**src/rtl/arrow_judge_pkg.sv**
```systemverilog
// Shared definitions for the arrow judge: code base, rest code, FSM states,
// arrow decoding and direction-to-button mapping.
package arrow_judge_pkg;

    localparam int          ARROW_BASE_DEF = 10;
    localparam int          NUM_ARROWS     = 5;
    localparam logic [2:0]  REST           = 3'd4;

    typedef enum logic [1:0] {
        ST_IDLE = 2'd0,
        ST_WAIT = 2'd1,
        ST_DONE = 2'd2
    } state_e;

    // Codes base..base+3 are directions 0..3 and base+4 is rest; anything else also means rest.
    function automatic logic [2:0] decode_arrow(input logic [3:0] code, input int base);
        int d;
        d = int'(code) - base;
        if (d >= 0 && d < NUM_ARROWS) begin
            return d[2:0];
        end
        return REST;
    endfunction

    // Button bits are up/down/left/right for directions 0/1/2/3; rest has no button.
    function automatic logic [3:0] dir_to_btn(input logic [2:0] dir);
        logic [3:0] mask;
        case (dir)
            3'd0:    mask = 4'b0001;
            3'd1:    mask = 4'b0010;
            3'd2:    mask = 4'b0100;
            3'd3:    mask = 4'b1000;
            default: mask = 4'b0000;
        endcase
        return mask;
    endfunction

endpackage

```
**src/rtl/arrow_judge_btn_edge_sync.sv**
```systemverilog
// Two-flop synchroniser followed by a rising-edge detector, one lane per button bit.
module btn_edge_sync #(
    parameter int WIDTH = 4
) (
    input  logic             clk,
    input  logic             rst_n,
    input  logic [WIDTH-1:0] btn_i,
    output logic [WIDTH-1:0] rise_o
);

    logic [WIDTH-1:0] meta_q;
    logic [WIDTH-1:0] sync_q;
    logic [WIDTH-1:0] prev_q;

    // NOTE: sequential state uses non-blocking assignments so every flop samples the pre-edge value.
    always_ff @(posedge clk or negedge rst_n) begin
        if (!rst_n) begin
            meta_q <= '0;
            sync_q <= '0;
            prev_q <= '0;
        end else begin
            meta_q <= btn_i;
            sync_q <= meta_q;
            prev_q <= sync_q;
        end
    end

    assign rise_o = sync_q & ~prev_q;

endmodule

```
**src/rtl/arrow_judge.sv**
```systemverilog
// Arrow judge: scrolls decoded arrows through a DEPTH-slot queue on each beat and judges
// synchronised button presses against slot 0. Define ARROW_JUDGE_COMBO_EN for the combo counter.
module arrow_judge
    import arrow_judge_pkg::*;
#(
    parameter int DEPTH      = 4,
    parameter int ARROW_BASE = ARROW_BASE_DEF,
    parameter int SCORE_W    = 10
) (
    input  logic                 clk,
    input  logic                 rst_n,
    input  logic                 beat,
    input  logic                 play,
    input  logic [3:0]           arrow_in,
    input  logic [3:0]           btn,
    output logic [3*DEPTH-1:0]   queue_o,
    output logic                 hit,
    output logic                 miss,
    output logic [SCORE_W-1:0]   score,
    output logic [7:0]           combo
);

    logic [3:0]              btn_rise;
    logic                    press;
    logic                    correct;
    logic [DEPTH-1:0][2:0]   queue_q;
    logic [DEPTH-1:0][2:0]   queue_d;
    state_e                  state_q;
    state_e                  next_win;
    logic                    hit_d;
    logic                    miss_d;
    logic                    hit_q;
    logic                    miss_q;
    logic [SCORE_W-1:0]      score_q;

    btn_edge_sync #(.WIDTH(4)) u_btn_sync (
        .clk    (clk),
        .rst_n  (rst_n),
        .btn_i  (btn),
        .rise_o (btn_rise)
    );

    assign press   = |btn_rise;
    assign correct = (btn_rise == dir_to_btn(queue_q[0]));

    // Holding play low keeps the queue at rest, which also performs the flush on the falling edge.
    always_comb begin
        // NOTE: a default assignment first keeps always_comb free of inferred latches.
        queue_d = queue_q;
        if (!play) begin
            queue_d = {DEPTH{REST}};
        end else if (beat) begin
            for (int k = 0; k < DEPTH - 1; k++) begin
                queue_d[k] = queue_q[k + 1];
            end
            queue_d[DEPTH-1] = decode_arrow(arrow_in, ARROW_BASE);
        end
    end

    always_ff @(posedge clk or negedge rst_n) begin
        if (!rst_n) begin
            queue_q <= {DEPTH{REST}};
        end else begin
            queue_q <= queue_d;
        end
    end

    // A press on the beat cycle is judged against the outgoing target, suppressing expiry.
    always_comb begin
        hit_d    = 1'b0;
        miss_d   = 1'b0;
        next_win = (queue_d[0] == REST) ? ST_DONE : ST_WAIT;
        if (play && state_q == ST_WAIT) begin
            if (press) begin
                hit_d  = correct;
                miss_d = !correct;
            end else if (beat) begin
                miss_d = 1'b1;
            end
        end
    end

    always_ff @(posedge clk or negedge rst_n) begin
        if (!rst_n) begin
            state_q <= ST_IDLE;
            hit_q   <= 1'b0;
            miss_q  <= 1'b0;
            score_q <= '0;
        end else begin
            hit_q  <= hit_d;
            miss_q <= miss_d;
            if (hit_d && score_q != '1) begin
                score_q <= score_q + SCORE_W'(1);
            end
            if (!play) begin
                state_q <= ST_IDLE;
            end else begin
                case (state_q)
                    ST_IDLE: state_q <= next_win;
                    ST_WAIT: begin
                        if (beat) begin
                            state_q <= next_win;
                        end else if (press) begin
                            state_q <= ST_DONE;
                        end
                    end
                    ST_DONE: begin
                        if (beat) begin
                            state_q <= next_win;
                        end
                    end
                    default: state_q <= ST_IDLE;
                endcase
            end
        end
    end

`ifdef ARROW_JUDGE_COMBO_EN
    logic [7:0] combo_q;

    always_ff @(posedge clk or negedge rst_n) begin
        if (!rst_n) begin
            combo_q <= 8'd0;
        end else if (!play || miss_d) begin
            combo_q <= 8'd0;
        end else if (hit_d && combo_q != 8'hFF) begin
            combo_q <= combo_q + 8'd1;
        end
    end

    assign combo = combo_q;
`else
    assign combo = 8'd0;
`endif

    assign queue_o = queue_q;
    assign hit     = hit_q;
    assign miss    = miss_q;
    assign score   = score_q;

endmodule

```
**config.mk**
```make
export PLATFORM = sky130hd
export DESIGN_NAME = arrow_judge
export DESIGN_NICKNAME = d
export VERILOG_FILES = /design/src/rtl/arrow_judge_pkg.sv /design/src/rtl/arrow_judge_btn_edge_sync.sv /design/src/rtl/arrow_judge.sv
export SDC_FILE = /design/constraint.sdc
export NUM_CORES = 1
export LEC_CHECK = 0
export ABC_AREA = 1
export BUFFER_PORTS_ARGS = -buffer_cell sky130_fd_sc_hd__buf_2
export CAP_MARGIN = 30
export CORE_UTILIZATION = 45
export CTS_CLUSTER_SIZE = 30
export DETAILED_ROUTE_END_ITERATION = 7
export PLACE_DENSITY_LB_ADDON = 0.12
export REMOVE_ABC_BUFFERS = 1
export SKIP_CTS_REPAIR_TIMING = 1
export SYNTH_ARGS = -nofsm -noshare
export SYNTH_HDL_FRONTEND = slang
export SYNTH_SLANG_ARGS = --single-unit
```
**constraint.sdc**
```tcl
create_clock -name clk -period 1.8 [get_ports clk]
set_input_delay 0.36 -clock clk [delete_from_list [all_inputs] [get_ports clk]]
set_output_delay 0.36 -clock clk [all_outputs]
set_load 0.01 [all_outputs]
```
Word level (Yosys, flattened, before mapping)
Cells that the tools add are included.
{"block": "op_classes", "n_mux": 19, "reduce_logical": 8, "eq_ne": 11, "n_lt_le_gt_ge": 2, "add_sub_neg": 2, "bitwise_logic": 2}
{"cell": "$mux 12", "count": 2}
{"cell": "$pmux 4 s4", "count": 1}
{"cell": "$add 10x1->10 const B", "count": 1}
{"cell": "$mux 2", "count": 5}
{"cell": "$ne 10x10->1 const B", "count": 1}
{"cell": "$mux 1", "count": 8}
{"cell": "$eq 3x2->1 const B", "count": 2}
{"cell": "$mux 3", "count": 2}
{"cell": "$pmux 2 s3", "count": 1}
{"cell": "$ge 5x1->1 const B", "count": 1}
{"cell": "$lt 5x4->1 const B", "count": 1}
{"cell": "$sub 4x4->5 const B", "count": 1}
{"cell": "$and 4x4->4", "count": 1}
{"cell": "$eq 4x4->1", "count": 1}
{"cell": "$ne 4x4->1 const B", "count": 1}
{"cell": "$not 4->4", "count": 1}
{"cell": "$reduce_or 4->1", "count": 1}
{"cell": "$eq 3x1->1 const B", "count": 1}
{"cell": "$eq 3x3->1 const B", "count": 1}
{"cell": "$logic_and 1x1->1", "count": 3}
{"cell": "$logic_not 3->1", "count": 1}
{"cell": "$ne 3x3->1 const B", "count": 1}
{"cell": "$eq 2x1->1 const B", "count": 1}
{"cell": "$eq 2x2->1 const B", "count": 1}
{"cell": "4 further kinds", "count": 4}
{"block": "word_totals", "regBits": 38}

Depth between registers and ports, before layout
{"block": "logic_depth", "depth_word": 14, "mapped_depth": 10, "ltp_nobuf": 10}

Cells and area by module
Synthesis repeated with hierarchy kept, for this count alone.
{"block": "unflattened", "hier_cells": 219, "hier_area_um2": 1924.3}
{"module": "arrow_judge", "seq_area_each_um2": 655.6, "area_per_inst_um2": 1584.0, "n_inst": 1, "cells_per_inst": 199}
{"module": "btn_edge_sync", "seq_area_each_um2": 300.3, "area_per_inst_um2": 340.3, "n_inst": 1, "cells_per_inst": 20}

Worst setup path before layout
No wires, ideal clock.
{"block": "synth_path", "kind": "register to register", "start": "register score_q[0], in the netlist score[0]", "end": "register score_q[8], in the netlist score[8]", "synth_period_minus_slack_ns": 1.474, "required_time_ns": 1.683, "arrival_time_ns": 1.357, "stages_incl_launch_ff": 8, "n_path_buf": 1, "setup_ns": 0.117, "setup_slack_ns": 0.326, "cell_sequence": "dfrtp_1 -> ha_1 -> nand3_1 -> nor2_2 -> nand4_2 -> buf_2 -> nand4_1 -> nand2_1"}
{"block": "synth_via", "elab_chain_len": 2, "elab_cells_between_ends": 3, "classes_between": "1 x add/sub; 1 x eq/ne; 1 x reduce/logical"}
{"item": "start: declaration", "line_no": "arrow_judge.sv:34", "source": "logic [SCORE_W-1:0] score_q;"}
{"item": "start signal: assignment", "line_no": "arrow_judge.sv:93", "source": "score_q <= score_q + SCORE_W'(1);"}
{"item": "branches (longest 2 deep; another with $add 10x1->10)"}
Parallel ways; which one is timed is not known.
A chain may end at the register's enable or synchronous reset.

Worst setup path after layout
{"block": "layout_path", "start": "register score_q[0], in the netlist score[0]", "end": "register score_q[6], in the netlist score[6]"}
Same word-level chain as after synthesis.

==> results.tsv <==
metric	value	unit
status	finished, violations left	
failing checks	design-rule violations	
dpl cells	284	
HPWL after DPL	2.534	mm
placed instance area	0.002079	mm^2
ANT nets after route	0	
Critical Path Source Type	register	
GRT Residual Overflow	0	
Worst setup endpoint	score[6]	
Total Wirelength	3.275	mm
Arrival @ worst endpoint	1.81	ns
Via Count	1351	
die height	66.52	um
Tcrit/Tclk final	88.28	%
boundary pin count	44	
area delta synth->final	16.37	%
Design Power	1.590	mW
CP max-delay cell	dfrtp_1	
VDD IR max	0.4182	mV
Site Rows	23	
commonest non-fill, non-tap cell in the layout	nand2_1	
critical path type	register to register	
worst-path maximum fanout	11	
CTS Sinks	38	
FF-to-FF setup slack	0.21	ns
CTS H-tree depth	2	
TNS Setup	0	ns
largest net degree at the start of global routing	23	
Die Wd	66.52	um
multi-input logic area	739.5	um^2
fin area	0.002180	mm^2
Root Driver	clkbuf_8	
async set-reset flop share out of synthesis	100.0	%
Synth area leaders	dfrtp_1, nand2_1, inv_1	
Reg-to-Reg End	score[6]	
gpl congestion	0.8022	
register area share after synthesis	51.04	%
Initial Utilization	46.83	%
layout cells sized above 1	26.86	%
final hold slack	0.0008968	ns
final non-filler cell total	292	
Tot GR Track Use	16.80	%
Yosys cell types	34	
DR WL/cell	11.22	um
# setup viols final	0	
Worst EP required	2.02	ns
register share of total power	55.8	%
count of flip-flops with a built-in enable after synthesis	0	
max-slew violation count	0	
Post-Syn Instances	201	
vias per std cell	4.627	
clock slew at reported path FFs	0.07	ns
Core ar.	0.004000	mm^2
mapped cell area	0.001873	mm^2
drt pass-1 iters	6	
die area	0.004424	mm^2
drt drc	2	
Logic pwr share	7.8	%
cts bufs inserted	5	
crit end category	register	
cell taking the most area after synthesis	dfrtp_1	
final hold viol count	0	
most frequent cells in the layout	nand2_1, buf_2, dfrtp_1	
global-route wire length before repair	5.444	mm
Max Clock Freq	0.6293	GHz
top_reg_cell synth	dfrtp_1	
DRT iter0 DRCs	76	
Critical Path Start	score[0]	
I/O Buffers	35	
Final Skew	0.004976	ns
worst reg2reg startpoint	score[0]	
Worst path most repeated cell	nand2_1	
vias in the first global route	1206	
CTS tree	built	
switching share of power	22.96	%
Storage cell area	955.9	um^2
post-synthesis register bit count	38	
top cell type's share of synthesized area	45.42	%
Leak Pwr	1.210	nW
# diodes	0	
# fillers	382	
Max Buffers Root-to-Sink	2	
CP cell instances	ha_1 > nand3_1 > nor2_2 > nand4_4 > nand3_4 > nand2_1 > nand2_1	
initial antenna violation count	0	
Worst Hold Class	input port to asynchronous set/reset pin	
Int Power	1.225	mW
worst r2r path cells	7	
unrepaired setup endpoints after global routing	false	
Yosys warning count	0	
Worst path max stage delay	0.41	ns
minimum clock period	1.589	ns
Switching Power	0.3650	mW
clock power share	36.4	%
Clock Latency Late Sink	0.28	ns
Max Cap Violations	0	
power per cell area	729.4	mW/mm^2
post-synthesis area per instance	9.319	um^2
fin nets	256	
-- layout make-up --
class,count,share of cell area [%]
timing repair buffer,37,9.300
tap,50,2.870
clock buffer,7,3.961
inverter,34,5.855
sequential,38,43.86
multi-input combinational,125,33.93
clock inverter,1,0.2296
-- synthesized netlist by cell type (2+ instances only) --
cell	instances
inv_2	3
nand4_1	12
nand3_4	3
xnor2_1	4
buf_4	8
o22ai_1	3
inv_1	31
ha_1	3
dfrtp_1	34
nor2_2	3
nor2_1	6
xor2_1	3
nand2_1	48
nand3_1	10
a22oi_1	4
buf_2	2
dfstp_2	4
nand2_2	2
o21ai_0	3
-- cell families (layout without fill, tap and decap cells) --
kind of cell             after synthesis  in the layout  synth area share, %
AND/OR/NAND/NOR                       92             92                26.85
buffers and inverters                 45             79                11.36
flip-flops                            38             38                51.04
AO/OA/AOI/OAI                         15             15                5.277
XOR/XNOR                               7              7                3.273
adder cells (fa/ha/maj)                3              3                2.004
other                                  1              8               0.2002
-- worst min-delay path by stage --
stage | startpoint | end | slack (ns) | cells past startpoint
CTS | rst_n | u_btn_sync.meta_q[2] | 0.006 | 1
finish | rst_n | u_btn_sync.meta_q[2] | 0.0009 | 1
floorplan | rst_n | hit | 0.06 | 0
global placement | rst_n | u_btn_sync.sync_q[0] | 0.31 | 1
global route | rst_n | u_btn_sync.prev_q[0] | 0.01 | 1
detailed placement | rst_n | u_btn_sync.prev_q[0] | 0.32 | 1
-- critical path, delay by kind of cell, from the launching register on --
family | cells | cell delay [ns]
fa+ha+maj | 1 | 0.20
simple gates | 6 | 0.92
flops | 1 | 0.41
-- state kept, by name (all words and copies together), names as in the netlist --
signal             flops
u_btn_sync.meta_q      4
state_q                2
miss                   1
queue_o               12
u_btn_sync.sync_q      4
score                 10
u_btn_sync.prev_q      4
hit                    1
-- power groups by stage --
stage                     Clock, mW  Sequential, mW  Combinational, mW
after CTS                     0.604           0.887              0.128
after global routing          0.641           0.888              0.143
final                         0.578           0.887              0.125
after floorplan                   0           0.903             0.0722
after detailed placement          0           0.903              0.127
after global placement            0           0.903              0.127
-- per-stage QoR --
| step | setup slack (ns) | util, % |
|---|---|---|
| final | 0.2110 | 54.49 |
| after global routing | 0.02376 | 54.49 |
| after CTS | 0.1093 | 54.27 |
| after detailed placement | 0.1276 | 51.99 |
| after global placement | 0.1501 | 51.99 |
| after floorplan | 0.2794 | - |
-- metal layers --
| metal | wire length (um) | global-route usage (%) | up-vias |
|---|---|---|---|
| met5 | 0 | 0 | - |
| met4 | 40 | 5.585 | 0 |
| met3 | 108 | 5.137 | 4 |
| met2 | 1429 | 24.11 | 22 |
| met1 | 1696 | 24.00 | 613 |
| li1 | - | - | 712 |
Power figures use the tool's default switching activity.
